[src/rtl/mdu_sequencer.sv]
// Iterative multiply/divide unit owning the HI/LO registers.
// Runs one radix-2 step per cycle, then applies a sign fix-up cycle before writing HI/LO.
module mdu_sequencer #(
    parameter int unsigned WIDTH = 32
) (
    input  logic             clk,
    input  logic             reset,
    input  logic             start,
    input  logic [1:0]       op,
    input  logic [WIDTH-1:0] srca,
    input  logic [WIDTH-1:0] srcb,
    input  logic             mthi,
    input  logic             mtlo,
    input  logic             rd_hilo,
    output logic             busy,
    output logic             stall,
    output logic             done,
    output logic [WIDTH-1:0] hi,
    output logic [WIDTH-1:0] lo
);

    localparam int unsigned CW  = $clog2(WIDTH);
    localparam int unsigned AW  = 2 * WIDTH;

    typedef enum logic [1:0] {
        S_IDLE  = 2'd0,
        S_MUL   = 2'd1,
        S_DIV   = 2'd2,
        S_FIXUP = 2'd3
    } state_t;

    state_t             r_state;
    state_t             w_state_next;

    logic [AW-1:0]      r_acc;
    logic [WIDTH-1:0]   r_opb;
    logic [WIDTH-1:0]   r_srca;
    logic               r_is_div;
    logic               r_qneg;
    logic               r_rneg;
    logic               r_divzero;
    logic [CW-1:0]      r_cnt;
    logic [WIDTH-1:0]   r_hi;
    logic [WIDTH-1:0]   r_lo;
    logic               r_done;

    logic               w_sa;
    logic               w_sb;
    logic [WIDTH-1:0]   w_abs_a;
    logic [WIDTH-1:0]   w_abs_b;
    logic [WIDTH:0]     w_mul_sum;
    logic [AW-1:0]      w_mul_next;
    logic               w_div_ge;
    logic [WIDTH-1:0]   w_div_rem;
    logic [AW-1:0]      w_div_next;
    logic [AW-1:0]      w_prod;
    logic [WIDTH-1:0]   w_fix_hi;
    logic [WIDTH-1:0]   w_fix_lo;
    logic               w_last;

    // Operand magnitudes; sign flags are only meaningful for signed ops (op[0]).
    assign w_sa    = op[0] & srca[WIDTH-1];
    assign w_sb    = op[0] & srcb[WIDTH-1];
    assign w_abs_a = w_sa ? WIDTH'(-srca) : srca;
    assign w_abs_b = w_sb ? WIDTH'(-srcb) : srcb;

    // Shift-add step: acc = {partial product, remaining multiplier bits}.
    assign w_mul_sum  = {1'b0, r_acc[AW-1:WIDTH]} + (r_acc[0] ? {1'b0, r_opb} : (WIDTH+1)'(0));
    assign w_mul_next = {w_mul_sum, r_acc[WIDTH-1:1]};

    // Restoring step: acc = {partial remainder, dividend bits / quotient bits}.
    assign w_div_ge   = r_acc[AW-1:WIDTH-1] >= {1'b0, r_opb};
    assign w_div_rem  = WIDTH'(r_acc[AW-1:WIDTH-1] - {1'b0, r_opb});
    assign w_div_next = w_div_ge ? {w_div_rem, r_acc[WIDTH-2:0], 1'b1}
                                 : {r_acc[AW-2:0], 1'b0};

    // Sign fix-up of the finished magnitude result.
    assign w_prod = r_qneg ? AW'(-r_acc) : r_acc;

    always_comb begin
        w_fix_hi = w_prod[AW-1:WIDTH];
        w_fix_lo = w_prod[WIDTH-1:0];
        if (r_is_div) begin
            if (r_divzero) begin
                w_fix_hi = r_srca;
                w_fix_lo = '1;
            end else begin
                w_fix_hi = r_rneg ? WIDTH'(-r_acc[AW-1:WIDTH]) : r_acc[AW-1:WIDTH];
                w_fix_lo = r_qneg ? WIDTH'(-r_acc[WIDTH-1:0])  : r_acc[WIDTH-1:0];
            end
        end
    end

    assign w_last = (r_cnt == CW'(0));

    // State register.
    always_ff @(posedge clk) begin
        if (!reset) begin
            r_state <= S_IDLE;
        end else begin
            r_state <= w_state_next;
        end
    end

    // Next-state logic.
    always_comb begin
        w_state_next = r_state;
        case (r_state)
            S_IDLE: begin
                if (start) begin
                    w_state_next = op[1] ? S_DIV : S_MUL;
                end
            end
            S_MUL, S_DIV: begin
                if (w_last) begin
                    w_state_next = S_FIXUP;
                end
            end
            S_FIXUP: begin
                w_state_next = S_IDLE;
            end
            default: begin
                w_state_next = S_IDLE;
            end
        endcase
    end

    // Datapath and HI/LO registers.
    always_ff @(posedge clk) begin
        if (!reset) begin
            r_acc     <= '0;
            r_opb     <= '0;
            r_srca    <= '0;
            r_is_div  <= 1'b0;
            r_qneg    <= 1'b0;
            r_rneg    <= 1'b0;
            r_divzero <= 1'b0;
            r_cnt     <= '0;
            r_hi      <= '0;
            r_lo      <= '0;
            r_done    <= 1'b0;
        end else begin
            r_done <= 1'b0;
            case (r_state)
                S_IDLE: begin
                    if (start) begin
                        r_acc     <= {{WIDTH{1'b0}}, (op[1] ? w_abs_a : w_abs_b)};
                        r_opb     <= op[1] ? w_abs_b : w_abs_a;
                        r_srca    <= srca;
                        r_is_div  <= op[1];
                        r_qneg    <= w_sa ^ w_sb;
                        r_rneg    <= w_sa;
                        r_divzero <= (srcb == '0);
                        r_cnt     <= CW'(WIDTH - 1);
                    end else begin
                        if (mthi) begin
                            r_hi <= srca;
                        end
                        if (mtlo) begin
                            r_lo <= srca;
                        end
                    end
                end
                S_MUL: begin
                    r_acc <= w_mul_next;
                    if (!w_last) begin
                        r_cnt <= r_cnt - CW'(1);
                    end
                end
                S_DIV: begin
                    r_acc <= w_div_next;
                    if (!w_last) begin
                        r_cnt <= r_cnt - CW'(1);
                    end
                end
                S_FIXUP: begin
                    r_hi   <= w_fix_hi;
                    r_lo   <= w_fix_lo;
                    r_done <= 1'b1;
                end
                default: begin
                    r_done <= 1'b0;
                end
            endcase
        end
    end

    assign busy  = (r_state != S_IDLE);
    assign stall = busy & (start | rd_hilo | mthi | mtlo);
    assign done  = r_done;
    assign hi    = r_hi;
    assign lo    = r_lo;

endmodule
[config.mk]
export PLATFORM = sky130hd
export DESIGN_NAME = mdu_sequencer
export DESIGN_NICKNAME = d
export VERILOG_FILES = /design/src/rtl/mdu_sequencer.sv
export SDC_FILE = /design/constraint.sdc
export NUM_CORES = 1
export LEC_CHECK = 0
export CAP_MARGIN = 20
export CORE_UTILIZATION = 65
export DETAILED_ROUTE_END_ITERATION = 10
export PLACE_DENSITY = 0.95
export SETUP_SLACK_MARGIN = 0.05
export SYNTH_ARGS = -nofsm -noshare
export SYNTH_HDL_FRONTEND = slang
export SYNTH_SLANG_ARGS = --single-unit
[constraint.sdc]
create_clock -name clk -period 5.8 [get_ports clk]
set_input_delay 1.16 -clock clk [delete_from_list [all_inputs] [get_ports clk]]
set_output_delay 1.16 -clock clk [all_outputs]
set_load 0.01 [all_outputs]
==> results.md <==
- Run status: finished clean
- Tot Pwr: 7210 uW
- Gr usage total: 47.4%
- Detailed placement HPWL: 46800 um
- Main synth FF type: dfxtp_1
- Fmax: 230 MHz
- Worst-Margin Slew: 1.08 ns
- Clk buf depth: 3
- Total CTS buffers: 25
- WL/cell: 24.3 um
- Final instance area: 0.0192 mm2
- Max stage delay on crit path: 0.57 ns
- CP endpoint: r_acc[62]
- Row count: 59
- Hold Fails Final Rpt: 0
- Via count: 19100
- Crit path from: r_acc[0]
- Count of different cell masters after synthesis: 86
- R2R depth: 13
- Die extent in y: 164 um
- DRT antenna net count: 0
- Die width: 164 um
- Nets@finish: 2491
- Critical Path, Cell by Cell: inv_1 > buf_4 > nor2_1 > ha_1 > o21ai_0 > o21ai_0 > a21boi_0 > o21bai_1 > a32oi_1 > o21ai_0 > a31oi_1 > mux2_2 > a31oi_1
- Power density cells: 375 mW/mm2
- Synth Net Count: 2495
- First-pass GRT wire length: 98000 um
- Number of H-tree levels: 1
- Layout Area Growth over Synthesis: 12.3%
- Sequential area share after synthesis: 23.9%
- Most common cell after layout, fill and taps aside: nand2_1
- Place WS: 1.44 ns
- PnR worst setup slack: 1.45 ns
- Type of the worst min-delay path: register to register
- Crit path DAT: 4.83 ns
- Crit Path Class: register to register
- Wirelength, routed: 65600 um
- Asr flop ratio synth: 0%
- Port Buffers: 138
- CP Launch Type: register
- Post-route setup TNS: 0 ns
- CP Capture Type: register
- GRT overflow: 0
- Placed inst area: 0.0184 mm2
- Syn Inst Count: 2347
- DRC violations left: 0
- # setup viols final: 0
- RSZ-0062 raised after global routing: no
- Worst Path Buf+Inv: 2
- Initial antenna violation count: 0
- Final Cycle Share: 75.0%
- Worst-Skew Late Latency: 0.57 ns
- Yosys reg bits: 204
- Reg clk slew, reported paths: 0.06 ns
- Die Area: 0.0270 mm2
- Max Cap Viol: 0
- Yosys warns: 0
- Post-synth design cell area: 0.0171 mm2
- Worst r2r dst: r_acc[62]
- Vias in the first global route: 17400
- Req. time, crit path: 6.28 ns
- Post-route minimum period: 4.35 ns
- Max Clock Skew: 0.0220 ns
- Layout cell share with drive strength beyond 1: 5.00%
- Root Buffer: clkbuf_16
- Crit-path slowest cell: inv_1
- R2R Setup Slk: 1.45 ns
- Iter 0 DRT Violations: 2928
- Final RePlAce weighted congestion: 1.05
- Crit path top cell by count: o21ai_0
- Syn avg cell area: 7.29 um2
- Pre-Repair DR Iteration Count: 7
- Initial Util: 66.1%
- CTS tree: yes
- R2r startpoint: r_acc[0]
- Peak supply drop: 0.382 mV
- Worst path depth: 13
- Largest fanout on the critical path: 16
- Ant. Diodes: 0
- Num Clock Sinks: 204
- Commonest cells after routing, fill and taps aside: nand2_1, a21oi_1, dfxtp_1
- Synth area leaders: dfxtp_1, a21oi_1, xnor2_1, nand2_1, ha_1
- Hold slack: 0.453 ns
- Post-synth EDFFs: 0
- Synth area leader: dfxtp_1
- Family with the most delay on the worst path: compound AO/OA/AOI/OAI gates
- Post-CTS Setup Bufs: 0
- Post-CTS sizing: 0
- Leakage: 0.00723 uW
- Vias per std cell: 7.09
- Core area: 0.0259 mm2
- Hold Buf Count CTS: 0
- IO Count: 139
- Largest net degree at the start of global routing: 93
- Post-synth top area share: 23.9%
- Slew headroom: 28.2%
- Slew Limit Fails: 0
-- cells in the mapped netlist (all sizes together) (6+ instances only) --
cell type,instances
nand3,32
a22oi,21
and3,7
nor3,37
a211o,6
a311oi,6
xor2,63
nand2,288
a211oi,23
inv,83
xnor2,128
o31ai,28
nor3b,7
o211ai,62
buf,34
mux2i,66
nor2b,6
dfxtp,204
or3,23
or2,10
o21ai,165
and2,11
o21bai,8
a22o,9
a21boi,7
nand4,19
nor2,194
o221ai,36
or4,18
a31oi,36
nand2b,29
o21a,16
a221o,19
nand3b,6
a21oi,258
nor4,20
o41ai,19
clkbuf,164
ha,74
a21o,39
-- power by group --
| group | switching [uW] | internal [uW] | leakage [uW] | total, uW |
|---|---|---|---|---|
| Sequential | 433 | 1700 | 0.00167 | 2130 |
| Clock | 680 | 986 | 0.000421 | 1670 |
| Combinational | 2150 | 1260 | 0.00514 | 3410 |
-- worst register-to-register path: stages (launching register included) --
cell      delay (ns)
dfxtp_1         0.42
inv_1           0.57
buf_4           0.36
nor2_1          0.07
ha_1            0.35
o21ai_0         0.15
o21ai_0         0.16
a21boi_0        0.51
o21bai_1        0.31
a32oi_1         0.37
o21ai_0         0.25
a31oi_1         0.28
mux2_2          0.36
a31oi_1         0.11
-- per-layer routing --
layer	vias to the layer above	GRT usage, %	part of all wire, %
met5	-	0	0
met4	0	32.4	8.3
met3	367	12.9	13
met2	1402	71.9	42
met1	8855	58.4	36
li1	8486	-	-
-- state kept, by name, summed over array words and instances, names as in the netlist --
signal	flops
r_rneg	1
r_qneg	1
lo	32
r_srca	32
hi	32
done	1
r_divzero	1
r_acc	64
r_cnt	5
r_is_div	1
r_state	2
r_opb	32
-- worst min path at each step --
stage,start,end,slack [ns],cells after the start
final,r_srca[30],r_srca[30],0.45,2
after global placement,r_srca[23],r_srca[23],0.44,2
after global routing,r_srca[30],r_srca[30],0.47,2
after floorplan,r_srca[23],r_srca[23],0.43,2
after CTS,r_srca[23],r_srca[23],0.45,2
after detailed placement,r_srca[23],r_srca[23],0.44,2
-- through the flow --
step | instances | util (%)
floorplan | 2347 | -
global placement | 2650 | 70.8
detailed placement | 2650 | 70.8
CTS | 2696 | 74.2
global route | 2697 | 74.2
finish | 2697 | 74.2
-- layout make-up --
class,count,area [um2]
timing repair buffer,168,1600
clock buffer,35,703
multi-input combinational,1860,11900
inverter,84,318
clock inverter,11,155
fill,1997,6690
tap,335,419
sequential,204,4090
-- cells by family (layout without fill, tap and decap cells) --
group | count (synthesis) | in the layout | synth area share (%)
AOI/OAI and AO/OA | 812 | 812 | 30.9
xor gates and xnor gates | 191 | 191 | 9.77
adders and majority gates | 76 | 76 | 5.64
buffers and inverters | 283 | 298 | 6.49
DFF | 204 | 204 | 23.9
muxes | 67 | 67 | 3.93
and+or+nand+nor | 714 | 714 | 19.4
No activity file was read; power rests on OpenSTA's default activity.
